$ cat config.mk
export PLATFORM = sky130hd
export DESIGN_NAME = mult_operand_sequencer
export DESIGN_NICKNAME = d
export VERILOG_FILES = /design/src/rtl/mult_seq_pkg.sv /design/src/rtl/key_edge_sync.sv /design/src/rtl/mult_operand_sequencer.sv
export SDC_FILE = /design/constraint.sdc
export NUM_CORES = 1
export LEC_CHECK = 0
export CORE_UTILIZATION = 44
export CTS_CLUSTER_SIZE = 16
export DETAILED_ROUTE_END_ITERATION = 10
export PLACE_DENSITY_LB_ADDON = 0.15
export REMOVE_ABC_BUFFERS = 1
export SETUP_SLACK_MARGIN = 0.4
export SYNTH_ARGS = -nofsm -noshare
export SYNTH_HDL_FRONTEND = slang
export SYNTH_SLANG_ARGS = --single-unit
$ cat constraint.sdc
create_clock -name Clock -period 2.05 [get_ports Clock]
set_input_delay 0.3075 -clock Clock [delete_from_list [all_inputs] [get_ports Clock]]
set_output_delay 0.3075 -clock Clock [all_outputs]
set_load 0.02 [all_outputs]
$ cat src/rtl/mult_seq_pkg.sv
// ============================================================
// mult_seq_pkg: shared constants and FSM state type for the operand sequencer.
// Rev 1.0
// ============================================================
`default_nettype none

package mult_seq_pkg;

    localparam int DEF_W      = 8;
    localparam int DEF_SETTLE = 2;
    localparam int CNT_W      = 4;

    typedef enum logic [1:0] {
        S_A    = 2'd0,
        S_B    = 2'd1,
        S_MUL  = 2'd2,
        S_DONE = 2'd3
    } state_t;

endpackage

`default_nettype wire

$ cat src/rtl/key_edge_sync.sv
// ============================================================
// key_edge_sync: 3-flop synchronizer with a one-cycle rising-edge pulse per key press.
// Rev 1.0
// ============================================================
`default_nettype none

module key_edge_sync (
    input  logic clk_i,
    input  logic rst_ni,
    input  logic key_i,
    output logic press_o
);

    logic [2:0] sync_q;
    logic [2:0] sync_d;
    logic [1:0] warm_q;
    logic       arm_q;

    assign sync_d = {sync_q[1:0], key_i};

    // The cleared flops look like a released key, so a key held through reset
    // would fake an edge; arm only once a real low level has reached sync_q[1].
    always_ff @(posedge clk_i) begin
        if (!rst_ni) begin
            sync_q <= '0;
            warm_q <= '0;
            arm_q  <= 1'b0;
        end else begin
            sync_q <= sync_d;
            warm_q <= {warm_q[0], 1'b1};
            if (warm_q[1] && !sync_q[1]) begin
                arm_q <= 1'b1;
            end
        end
    end

    assign press_o = sync_q[1] & ~sync_q[2] & arm_q;

endmodule

`default_nettype wire

$ cat src/rtl/mult_operand_sequencer.sv
// ============================================================
// mult_operand_sequencer: loads A then B from one switch field, waits SETTLE cycles, registers A*B.
// Rev 1.0
// ============================================================
`default_nettype none

module mult_operand_sequencer
    import mult_seq_pkg::*;
#(
    parameter int W      = DEF_W,
    parameter int SETTLE = DEF_SETTLE
) (
    input  logic             Clock,
    input  logic             Resetn,
    input  logic             Load,
    input  logic [W-1:0]     Data,
    input  logic [2*W-1:0]   P,
    output logic [W-1:0]     A,
    output logic [W-1:0]     B,
    output logic [2*W-1:0]   Result,
    output logic             Valid,
    output logic             Busy,
    output logic [1:0]       State
);

    localparam logic [CNT_W-1:0] CNT_INIT = CNT_W'(SETTLE - 1);

    state_t             state_q;
    logic [CNT_W-1:0]   cnt_q;
    logic [W-1:0]       a_q;
    logic [W-1:0]       b_q;
    logic [2*W-1:0]     result_q;
    logic               valid_q;
    logic               press;

    key_edge_sync u_load_sync (
        .clk_i   (Clock),
        .rst_ni  (Resetn),
        .key_i   (Load),
        .press_o (press)
    );

    always_ff @(posedge Clock) begin
        if (!Resetn) begin
            state_q  <= S_A;
            cnt_q    <= '0;
            a_q      <= '0;
            b_q      <= '0;
            result_q <= '0;
            valid_q  <= 1'b0;
        end else begin
            case (state_q)
                S_A, S_DONE: begin
                    if (press) begin
                        a_q     <= Data;
                        valid_q <= 1'b0;
                        state_q <= S_B;
                    end
                end
                S_B: begin
                    if (press) begin
                        b_q     <= Data;
                        cnt_q   <= CNT_INIT;
                        state_q <= S_MUL;
                    end
                end
                S_MUL: begin
                    // Presses here are dropped so the operands stay steady while P settles.
                    if (cnt_q == '0) begin
                        result_q <= P;
                        valid_q  <= 1'b1;
                        state_q  <= S_DONE;
                    end else begin
                        cnt_q <= cnt_q - CNT_W'(1);
                    end
                end
            endcase
        end
    end

    assign A      = a_q;
    assign B      = b_q;
    assign Result = result_q;
    assign Valid  = valid_q;
    assign Busy   = (state_q == S_MUL);
    assign State  = state_q;

endmodule

`default_nettype wire

==> results of run 1 <==
## worst max-delay path by stage
| stage | start | end | slack [ns] | cells past startpoint |
|---|---|---|---|---|
| 4_1_cts | State[0]$_SDFFE_PN0P_ | State[0] | 0.40 | 1 |
| 2_1_floorplan | State[1]$_SDFFE_PN0P_ | Valid$_SDFFE_PN0P_ | 0.21 | 4 |
| 3_5_place_dp | State[0]$_SDFFE_PN0P_ | State[0]$_SDFFE_PN0P_ | 0.36 | 5 |
| 6_report | cnt_q[0]$_SDFFE_PN0P_ | State[0]$_SDFFE_PN0P_ | 0.44 | 5 |
| 5_1_grt | State[1]$_SDFFE_PN0P_ | cnt_q[2]$_SDFFE_PN0P_ | 0.35 | 4 |
| 3_3_place_gp | State[0]$_SDFFE_PN0P_ | cnt_q[0]$_SDFFE_PN0P_ | 0.41 | 5 |
## sequential cells by signal, indices dropped and copies added, names as in the netlist
name,count
Result,16
A,8
B,8
cnt_q,4
u_load_sync.sync_q,3
State,2
u_load_sync.warm_q,2
Valid,1
u_load_sync.arm_q,1
## power groups by stage
| stage | registers (mW) | clock network [mW] | logic (mW) |
|---|---|---|---|
| floorplan | 1.22 | 0 | 0.624 |
| global placement | 1.10 | 0 | 1.17 |
| detailed placement | 1.11 | 0 | 1.18 |
| CTS | 1.09 | 0.537 | 1.19 |
| global route | 1.11 | 0.567 | 1.31 |
| finish | 1.09 | 0.518 | 1.19 |
## per-stage QoR
| stage | setup WS, ns | power (mW) | cell area, um2 |
|---|---|---|---|
| after floorplan | 0.209 | 1.84 | 1720 |
| after global placement | 0.411 | 2.27 | 2420 |
| after detailed placement | 0.358 | 2.29 | 2420 |
| after CTS | 0.404 | 2.82 | 2510 |
| after global routing | 0.346 | 2.99 | 2520 |
| final | 0.441 | 2.80 | 2520 |
## layout by cell type, fill, tap and decap left out, types with 3 or more instances in the layout
cell type        count
a21oi_1             35
and2_1               3
buf_4                4
clkbuf_1             3
clkbuf_8             5
clkdlybuf4s50_1     60
dfxtp_1             43
ha_1                 3
inv_1                8
nand2_1             71
nor2_1               5
o32ai_1              3
## routing by layer
| metal | share of wire, % | vias up | routed length [um] | GRT usage, % |
|---|---|---|---|---|
| met2 | 47 | 47 | 1910 | 35.2 |
| met4 | 2.1 | 0 | 85 | 10.3 |
| li1 | - | 827 | - | - |
| met1 | 45 | 752 | 1830 | 22.2 |
| met5 | 0 | - | 0 | 0 |
| met3 | 5.9 | 10 | 242 | 4.86 |
## cell type report
class                      count  area, um2  area share, %
clock buffer                   8       80.1           3.18
inverter                       8       30.0           1.19
multi-input combinational    147        796           31.6
sequential                    45        903           35.8
tap                           48       60.1           2.38
timing repair buffer          66        652           25.9
## logic make-up (layout without fill, tap and decap cells)
| kind of cell | after synthesis | count (layout) | share of synthesized area (%) |
|---|---|---|---|
| adder cells (fa/ha/maj) | 5 | 5 | 3.51 |
| multiplexers | 1 | 1 | 0.561 |
| buffers and inverters | 23 | 82 | 5.19 |
| AO/OA/AOI/OAI | 47 | 47 | 16.0 |
| AND/OR/NAND/NOR | 94 | 94 | 24.3 |
| flip-flops | 45 | 45 | 50.5 |
## timing repair
item / CTS / global route
gates resized for setup: 3 / 3
hold buffers: 0 / 0
setup endpoints to repair: 6 / 16
buffers inserted: 0 / 1
==> flow_metrics.env, run 1 <==
export IMPL_yosysSeqAreaShare_pct=50.5
export IMPL_cpPeakStageDelay_ns=0.48
export IMPL_initial_core_util_pct=47.3
export IMPL_status="finished, final reports clean"
export IMPL_drive_gt1_share_pct=6.93
export IMPL_p_switching_mw=1.02
export IMPL_fin_tns_setup_ns=0
export IMPL_r2r_end="State[0]$_SDFFE_PN0P_"
export IMPL_antenna_found_initial=0
export IMPL_min_period_ns=1.61
export IMPL_rsz0062_at_grt="true"
export IMPL_required_ns=2.27
export IMPL_overflow=0
export IMPL_drt_iter0_drc=105
export IMPL_dp_hpwl_um=2800
export IMPL_hold_depth=1
export IMPL_worst_pin_slew_ns=0.388
export IMPL_p_sw_share_pct=36.3
export IMPL_clk_pin_slew_worst_paths_ns=0.08
export IMPL_postSynthAreaPerCell_um2=8.30
export IMPL_synth_flop_cell="dfxtp_1"
export IMPL_synth_top_cell_area_share_pct=50.5
export IMPL_synth_commonest_cells="71 x nand2_1, 45 x dfxtp_1, 35 x a21oi_1"
export IMPL_yosys_warnings=0
export IMPL_fillCellCount=350
export IMPL_power_frac_clock_pct=18.5
export IMPL_finalCritPeriodShare_pct=78.5
export IMPL_hold_violations=0
export IMPL_cts_sinks=45
export IMPL_cts_buffers=5
export IMPL_start_kind="register"
export IMPL_fin_nets=305
export IMPL_synth_edf_count=0
export IMPL_cts_max_level=2
export IMPL_remaining_drc_errors=0
export IMPL_critical_path_slowest_cell="or3b_2"
export IMPL_antenna_cells=0
export IMPL_maxSlewHeadroom_pct=74.0
export IMPL_slew_viol_final=0
export IMPL_cts_root_buffer="clkbuf_8"
export IMPL_pwr_density_cell_mw_per_mm2=1110
export IMPL_hold_start="u_load_sync.warm_q[0]$_DFF_P_"
export IMPL_yosys_area_top_type="dfxtp_1"
export IMPL_grt_max_degree=39
export IMPL_drt_wl_total_um=4070
export IMPL_area_delta_synth_final_pct=41.3
export IMPL_die_h_um=65.7
export IMPL_crit_path_max_fanout=5
export IMPL_min_to="u_load_sync.warm_q[1]$_SDFF_PN0_"
export IMPL_p_leak_nw=0.909
export IMPL_track_usage_pct=20.1
export IMPL_clock_latency_ns=0.30
export IMPL_antenna_left=0
export IMPL_ff2ff_setup_slack_ns=0.44
export IMPL_fp_row_count=22
export IMPL_die_x_um=65.7
export IMPL_synth_seq_cells=45
export IMPL_post_layout_nonfiller_instances=322
export IMPL_synth_distinct_cells=32
export IMPL_internal_power_mw=1.79
export IMPL_critPathBufInv=1
export IMPL_drt_first_pass_iters=4
export IMPL_ff2ff_path_depth=5
export IMPL_avgViaCountPerCell=5.08
export IMPL_crit_family="simple AND/OR/NAND/NOR gates"
export IMPL_ir_drop_uv=768
export IMPL_die_area_mm2=0.00431
export IMPL_critPathKind="register to register"
export IMPL_cts_tree="done"
export IMPL_async_flop_share_pct=0
export IMPL_max_clock_freq_mhz=622
export IMPL_ioPinCount=63
export IMPL_end_kind="register"
export IMPL_r2r_start="cnt_q[0]$_SDFFE_PN0P_"
export IMPL_cts_path_max_buffers=2
export IMPL_hold_path_class="register to register"
export IMPL_grt_first_pass_wirelength_um=6580
export IMPL_crit_chain="inv_1 -> ha_2 -> or3b_2 -> a22oi_1 -> mux2i_1"
export IMPL_power_share_combinational_pct=42.6
export IMPL_place_congestion=0.833
export IMPL_syn_inst=215
export IMPL_hold_ws_ns=0.434
export IMPL_coreArea_mm2=0.00377
export IMPL_cp_data_arrival_time_ns=1.83
export IMPL_grt_pass1_vias=1569
export IMPL_drv_cap=0
export IMPL_yosys_top_cells_area="dfxtp_1 50%, nand2_1 15%, a21oi_1 9.8%"
export IMPL_wl_per_cell_um=12.6
export IMPL_io_buffers=62
export IMPL_vias=1636
export IMPL_syn_area_mm2=0.00178
export IMPL_setup_viol=0
export IMPL_skew_ns=0.00675
export IMPL_postLayoutCoreUtil_pct=66.9
export IMPL_yosysMostFrequentCell="nand2_1"
export IMPL_dp_cells=313
export IMPL_pwr_share_seq_pct=38.9
Power figures use the tool's default switching activity.
==> run 2, diff against run 1 <==
--- a/config.mk
+++ b/config.mk
@@ -5,7 +5,7 @@
 export SDC_FILE = /design/constraint.sdc
 export NUM_CORES = 1
 export LEC_CHECK = 0
-export CORE_UTILIZATION = 44
+export CORE_UTILIZATION = 40
 export CTS_CLUSTER_SIZE = 16
 export DETAILED_ROUTE_END_ITERATION = 10
 export PLACE_DENSITY_LB_ADDON = 0.15
==> constraint.sdc (replaced) <==
create_clock -name Clock -period 1.32 [get_ports Clock]
set_input_delay 0.198 -clock Clock [delete_from_list [all_inputs] [get_ports Clock]]
set_output_delay 0.198 -clock Clock [all_outputs]
set_load 0.02 [all_outputs]
==> run 2 against run 1 <==
Against the previous run: maximum frequency is 8.4% higher; hold slack better by 0.0019 ns; first-iteration DRC count down 6.7%; clock-buffer cell count fell by 2; the flow now finishes with violations (negative setup slack); clock skew about the same; critical path depth did not move; utilization grew 16 points; design area rose by 36%.
==> flow_metrics.env, run 2 (synthesis gave the netlist of run 1 again) <==
export IMPL_status="finished with violations"
export IMPL_violations="negative setup slack"
export IMPL_drive_gt1_share_pct=69.2
export IMPL_drt_wl_total_um=5450
export IMPL_place_congestion=0.813
export IMPL_cts_buffers=5
export IMPL_power_share_combinational_pct=59.8
export IMPL_start_kind="register"
export IMPL_final_cell_mix="49 x buf_6, 38 x nand2_1, 37 x dfxtp_2, 34 x a21oi_2, 26 x clkdlybuf4s50_1"
export IMPL_max_clock_freq_mhz=674
export IMPL_slew_viol_final=0
export IMPL_grt_pass1_vias=1669
export IMPL_largest_reg_flops=16
export IMPL_vias=1831
export IMPL_cpPeakStageDelay_ns=0.47
export IMPL_antenna_left=0
export IMPL_final_common_cell="buf_6"
export IMPL_required_ns=1.54
export IMPL_maxSlewHeadroom_pct=76.6
export IMPL_finalCritPeriodShare_pct=112
export IMPL_ioPinCount=63
export IMPL_wl_per_cell_um=15.1
export IMPL_ir_drop_uv=1780
export IMPL_pwr_density_cell_mw_per_mm2=1880
export IMPL_critPathKind="register to register"
export IMPL_drt_iter0_drc=98
export IMPL_area_delta_synth_final_pct=92.0
export IMPL_fp_row_count=23
export IMPL_end_kind="register"
export IMPL_skew_ns=0.00658
export IMPL_cts_tree="done"
export IMPL_coreArea_mm2=0.00414
export IMPL_p_sw_share_pct=37.0
export IMPL_drv_cap=0
export IMPL_cts_sinks=45
export IMPL_drt_first_pass_iters=4
export IMPL_clk_pin_slew_worst_paths_ns=0.08
export IMPL_clock_latency_ns=0.30
export IMPL_grt_max_degree=24
export IMPL_pwr_share_seq_pct=27.4
export IMPL_remaining_drc_errors=0
export IMPL_avgViaCountPerCell=5.06
export IMPL_die_h_um=68.8
export IMPL_internal_power_mw=4.06
export IMPL_io_buffers=62
export IMPL_die_x_um=68.8
export IMPL_hold_violations=0
export IMPL_die_area_mm2=0.00473
export IMPL_worst_pin_slew_ns=0.351
export IMPL_power_total_mw=6.45
export IMPL_grt_first_pass_wirelength_um=7380
export IMPL_cts_root_buffer="clkbuf_8"
export IMPL_crit_path_max_fanout=5
export IMPL_crit_chain="inv_2 -> ha_4 -> and2b_4 -> or4_4 -> o32ai_2"
export IMPL_min_period_ns=1.48
export IMPL_fin_nets=343
export IMPL_setup_viol=28
export IMPL_track_usage_pct=21.4
export IMPL_postLayoutCoreUtil_pct=82.7
export IMPL_cts_hold_buf=0
export IMPL_critical_path_slowest_cell="or4_4"
export IMPL_cts_max_level=2
export IMPL_power_frac_clock_pct=12.8
export IMPL_hold_path_class="register to register"
export IMPL_fin_ws_ns=-0.165
export IMPL_p_leak_nw=1.39
export IMPL_hold_ws_ns=0.435
export IMPL_dp_hpwl_um=3000
export IMPL_overflow=0
export IMPL_p_switching_mw=2.38
export IMPL_post_layout_nonfiller_instances=362
export IMPL_dp_cells=344
export IMPL_rsz0062_at_grt="true"
export IMPL_cp_data_arrival_time_ns=1.70
export IMPL_antenna_found_initial=0
export IMPL_antenna_cells=0
export IMPL_cts_path_max_buffers=2
export IMPL_initial_core_util_pct=43.1
==> run 2: cell count changes in the layout (fill, tap and decap cells not counted), moves of 5 or more <==
| cell | delta |
|---|---|
| dfxtp_2 | +35 |
| dfxtp_1 | -36 |
| buf_4 | +20 |
| nand2_2 | +18 |
| nand2_4 | +15 |
| clkdlybuf4s50_1 | -34 |
| a21oi_2 | +34 |
| a21oi_1 | -34 |
| buf_6 | +49 |
| inv_1 | -6 |
| nand2_1 | -33 |
| inv_2 | +5 |
==> run 2: what timing repair did <==
action	in CTS	in global routing
pin swaps	37	21
setup buffers	1	8
gates resized for setup	329	54
hold endpoints to repair	0	0
setup endpoints to repair	75	77
cloned	1	0
==> run 2: final timing paths <==
| check | from | endpoint | slack, ns | cells past startpoint |
|---|---|---|---|---|
| worst max-delay path | cnt_q[0]$_SDFFE_PN0P_ | cnt_q[3]$_SDFFE_PN0P_ | -0.16 | 5 |
| worst min-delay path | u_load_sync.sync_q[0]$_SDFF_PN0_ | u_load_sync.sync_q[1]$_SDFF_PN0_ | 0.44 | 1 |
| worst max register to register | cnt_q[0]$_SDFFE_PN0P_ | cnt_q[3]$_SDFFE_PN0P_ | -0.16 | 5 |
| worst min register to register | u_load_sync.sync_q[0]$_SDFF_PN0_ | u_load_sync.sync_q[1]$_SDFF_PN0_ | 0.44 | 1 |
==> run 2: layer usage <==
layer	GRT usage (%)	routed length, um
met5	0	0
met4	9.18	95
met3	5.92	282
met2	36.0	2700
met1	25.3	2370
==> run 2: worst max-delay path, delay by kind of cell (launching register included) <==
kind                       cells  cell delay [ns]
adders and majority gates      1             0.17
and+or+nand+nor                2             0.63
buffers and inverters          1             0.06
DFF                            1             0.35
AOI/OAI and AO/OA              1             0.20
==> run 2: area by class of cell <==
type / instances / area [um2]
repair buffers: 104 / 1090
clock buffers: 6 / 72.6
multi-input cells: 147 / 1200
inverters: 8 / 32.5
well taps: 50 / 62.6
flip-flops and latches: 45 / 951
clock inverters: 2 / 10.0
fillers: 240 / 718
==> run 2: power groups by stage <==
stage | registers (mW) | logic, mW | clock network (mW)
floorplan | 1.89 | 0.969 | 0
CTS | 1.75 | 3.26 | 0.835
finish | 1.77 | 3.86 | 0.825
global placement | 1.68 | 2.49 | 0
detailed placement | 1.68 | 2.50 | 0
global route | 1.79 | 4.09 | 0.906
==> run 2: stage by stage <==
stage	TNS, ns	cell area, um2	setup WS, ns
after floorplan	-12.30	1720	-0.521
after global placement	-3.10	2680	-0.189
after detailed placement	-3.63	2680	-0.261
after CTS	-0.539	3170	-0.153
after global routing	-3.33	3430	-0.213
final	-1.43	3430	-0.165
==> run 3, diff against run 2 <==
--- a/config.mk
+++ b/config.mk
@@ -5,7 +5,7 @@
 export SDC_FILE = /design/constraint.sdc
 export NUM_CORES = 1
 export LEC_CHECK = 0
-export CORE_UTILIZATION = 40
+export CORE_UTILIZATION = 35
 export CTS_CLUSTER_SIZE = 16
 export DETAILED_ROUTE_END_ITERATION = 10
 export PLACE_DENSITY_LB_ADDON = 0.15
==> run 3 against run 2 <==
Against the previous run: the flow still finishes with violations (negative setup slack); final cell count is 5.0% higher; clock skew is 0.00067 ns lower; worst setup slack improved by 0.014 ns; combinational power decreased by 1%; via count up 0.71%; non-clock buffer count rose by 2; global-route usage decreased by 3.1 points; clock power up 21%; die area grew 14%; clock-buffer cell count decreased by 1; critical path type unchanged; largest cell class is now buffers.
==> flow_metrics.env, run 3 (synthesis gave the netlist of run 1 again) <==
export IMPL_coreArea_mm2=0.00482
export IMPL_cts_tree="done"
export IMPL_max_clock_freq_mhz=680
export IMPL_area_delta_synth_final_pct=88.0
export IMPL_final_common_cell="buf_6"
export IMPL_fin_tns_setup_ns=-1.13
export IMPL_cts_hold_buf=0
export IMPL_ioPinCount=63
export IMPL_grt_use_met3_pct=4.25
export IMPL_start_kind="register"
export IMPL_wl_per_cell_um=13.6
export IMPL_drt_iter0_drc=70
export IMPL_fin_ws_ns=-0.150
export IMPL_critical_path_slowest_cell="or4_1"
export IMPL_largest_reg_flops=16
export IMPL_dp_hpwl_um=2940
export IMPL_ff2ff_setup_slack_ns=-0.15
export IMPL_fp_row_count=25
export IMPL_p_leak_nw=1.31
export IMPL_crit_start="cnt_q[1]$_SDFFE_PN0P_"
export IMPL_drt_first_pass_iters=4
export IMPL_cpPeakStageDelay_ns=0.46
export IMPL_pwr_share_seq_pct=27.0
export IMPL_hold_path_class="register to register"
export IMPL_power_frac_clock_pct=15.2
export IMPL_fillCellCount=377
export IMPL_place_congestion=0.824
export IMPL_r2r_end="cnt_q[3]$_SDFFE_PN0P_"
export IMPL_grt_first_pass_wirelength_um=7620
export IMPL_p_switching_mw=2.32
export IMPL_power_total_mw=6.59
export IMPL_endpoint="cnt_q[3]$_SDFFE_PN0P_"
export IMPL_slew_viol_final=0
export IMPL_die_area_mm2=0.00539
export IMPL_cp_data_arrival_time_ns=1.68
export IMPL_vias=1844
export IMPL_remaining_drc_errors=0
export IMPL_antenna_left=0
export IMPL_drt_wl_total_um=5160
export IMPL_final_area_mm2=0.00335
export IMPL_drv_cap=0
export IMPL_ir_drop_uv=1790
export IMPL_dpl_cell_area_mm2=0.00265
export IMPL_overflow=0
export IMPL_hold_violations=0
export IMPL_end_kind="register"
export IMPL_cts_sinks=45
export IMPL_cts_buffers=5
export IMPL_die_h_um=73.4
export IMPL_drive_gt1_share_pct=62.3
export IMPL_grt_pass1_vias=1667
export IMPL_worst_pin_slew_ns=0.321
export IMPL_ff2ff_path_depth=5
export IMPL_cts_max_level=2
export IMPL_violations="negative setup slack"
export IMPL_crit_chain="inv_2 -> ha_4 -> and2b_4 -> or4_1 -> o32ai_1"
export IMPL_track_usage_pct=18.3
export IMPL_busiest_layer="met2"
export IMPL_initial_core_util_pct=37.0
export IMPL_crit_path_max_fanout=5
export IMPL_maxSlewHeadroom_pct=78.6
export IMPL_required_ns=1.53
export IMPL_gr_usage_met1_pct=22.4
export IMPL_cts_root_buffer="clkbuf_8"
export IMPL_skew_ns=0.00591
export IMPL_internal_power_mw=4.28
export IMPL_antenna_cells=0
export IMPL_r2r_start="cnt_q[1]$_SDFFE_PN0P_"
export IMPL_rsz0062_at_grt="true"
export IMPL_setup_viol=24
export IMPL_power_share_combinational_pct=57.7
export IMPL_die_x_um=73.4
export IMPL_finalCritPeriodShare_pct=111
export IMPL_antenna_found_initial=0
export IMPL_min_period_ns=1.47
export IMPL_critPathKind="register to register"
export IMPL_grt_max_degree=39
export IMPL_clock_latency_ns=0.29
export IMPL_fin_nets=345
export IMPL_status="finished with violations"
export IMPL_clk_pin_slew_worst_paths_ns=0.08
export IMPL_avgViaCountPerCell=4.85
export IMPL_p_sw_share_pct=35.2
export IMPL_final_cell_mix="50 x buf_6, 37 x dfxtp_2, 37 x nand2_1, 29 x nand2_2, 26 x clkdlybuf4s50_1"
export IMPL_pwr_density_cell_mw_per_mm2=1970
export IMPL_cts_path_max_buffers=2
export IMPL_io_buffers=62
export IMPL_gr_usage_met2_pct=31.6
run 3: stage by stage:
stage	utilization [%]	std cells	hold WS, ns	worst slack, ns
2_1_floorplan	-	200	0.226	-0.521
5_1_grt	69.6	380	0.458	-0.186
3_3_place_gp	55.1	356	0.415	-0.232
6_report	69.6	380	0.439	-0.150
3_5_place_dp	55.1	356	0.425	-0.299
4_1_cts	64.6	370	0.445	-0.152
run 3: power groups by stage:
stage / registers, mW / clock network, mW / logic (mW)
after detailed placement: 1.69 / 0 / 2.39
after global placement: 1.68 / 0 / 2.38
after CTS: 1.75 / 1.04 / 3.22
final: 1.78 / 1.00 / 3.81
after global routing: 1.80 / 1.08 / 4.07
after floorplan: 1.89 / 0 / 0.969
run 3: how the worst min path moves through the flow:
stage | startpoint | to | slack (ns) | cells after the start
detailed placement | u_load_sync.warm_q[0]$_DFF_P_ | u_load_sync.warm_q[1]$_SDFF_PN0_ | 0.43 | 1
global route | P[12] | Result[12]$_SDFFE_PN0P_ | 0.46 | 3
global placement | u_load_sync.sync_q[0]$_SDFF_PN0_ | u_load_sync.sync_q[1]$_SDFF_PN0_ | 0.41 | 1
finish | u_load_sync.warm_q[0]$_DFF_P_ | u_load_sync.warm_q[1]$_SDFF_PN0_ | 0.44 | 1
CTS | u_load_sync.warm_q[0]$_DFF_P_ | u_load_sync.warm_q[1]$_SDFF_PN0_ | 0.45 | 1
floorplan | Resetn | u_load_sync.warm_q[0]$_DFF_P_ | 0.23 | 0
run 3: per-layer routing:
layer / routed length, um / part of all wire (%)
met1: 2250 / 44
met2: 2590 / 50
met3: 261 / 5.1
met4: 66 / 1.3
met5: 0 / 0
run 3: repair_timing:
item | CTS | global route
setup buffers | 6 | 9
pin swaps | 24 | 19
endpoints found under the hold margin | 0 | 0
gates cloned | 1 | 1
resized for setup | 306 | 45
setup endpoints to repair | 77 | 77
run 3: worst max-delay path, delay by kind of cell, from the launching register on:
kind	cells	cell delay, ns
simple gates	2	0.61
buf+inv	1	0.05
flops	1	0.35
fa+ha+maj	1	0.17
compound gates	1	0.21
run 3: layout make-up:
type                       count  area [um2]  share of cell area, %
clock buffer                   5        68.8                   2.05
clock inverter                 2        35.0                   1.04
inverter                       8        30.0                  0.895
multi-input combinational    147        1060                   31.6
sequential                    45         951                   28.3
tap                           67        83.8                   2.50
timing repair buffer         106        1130                   33.6
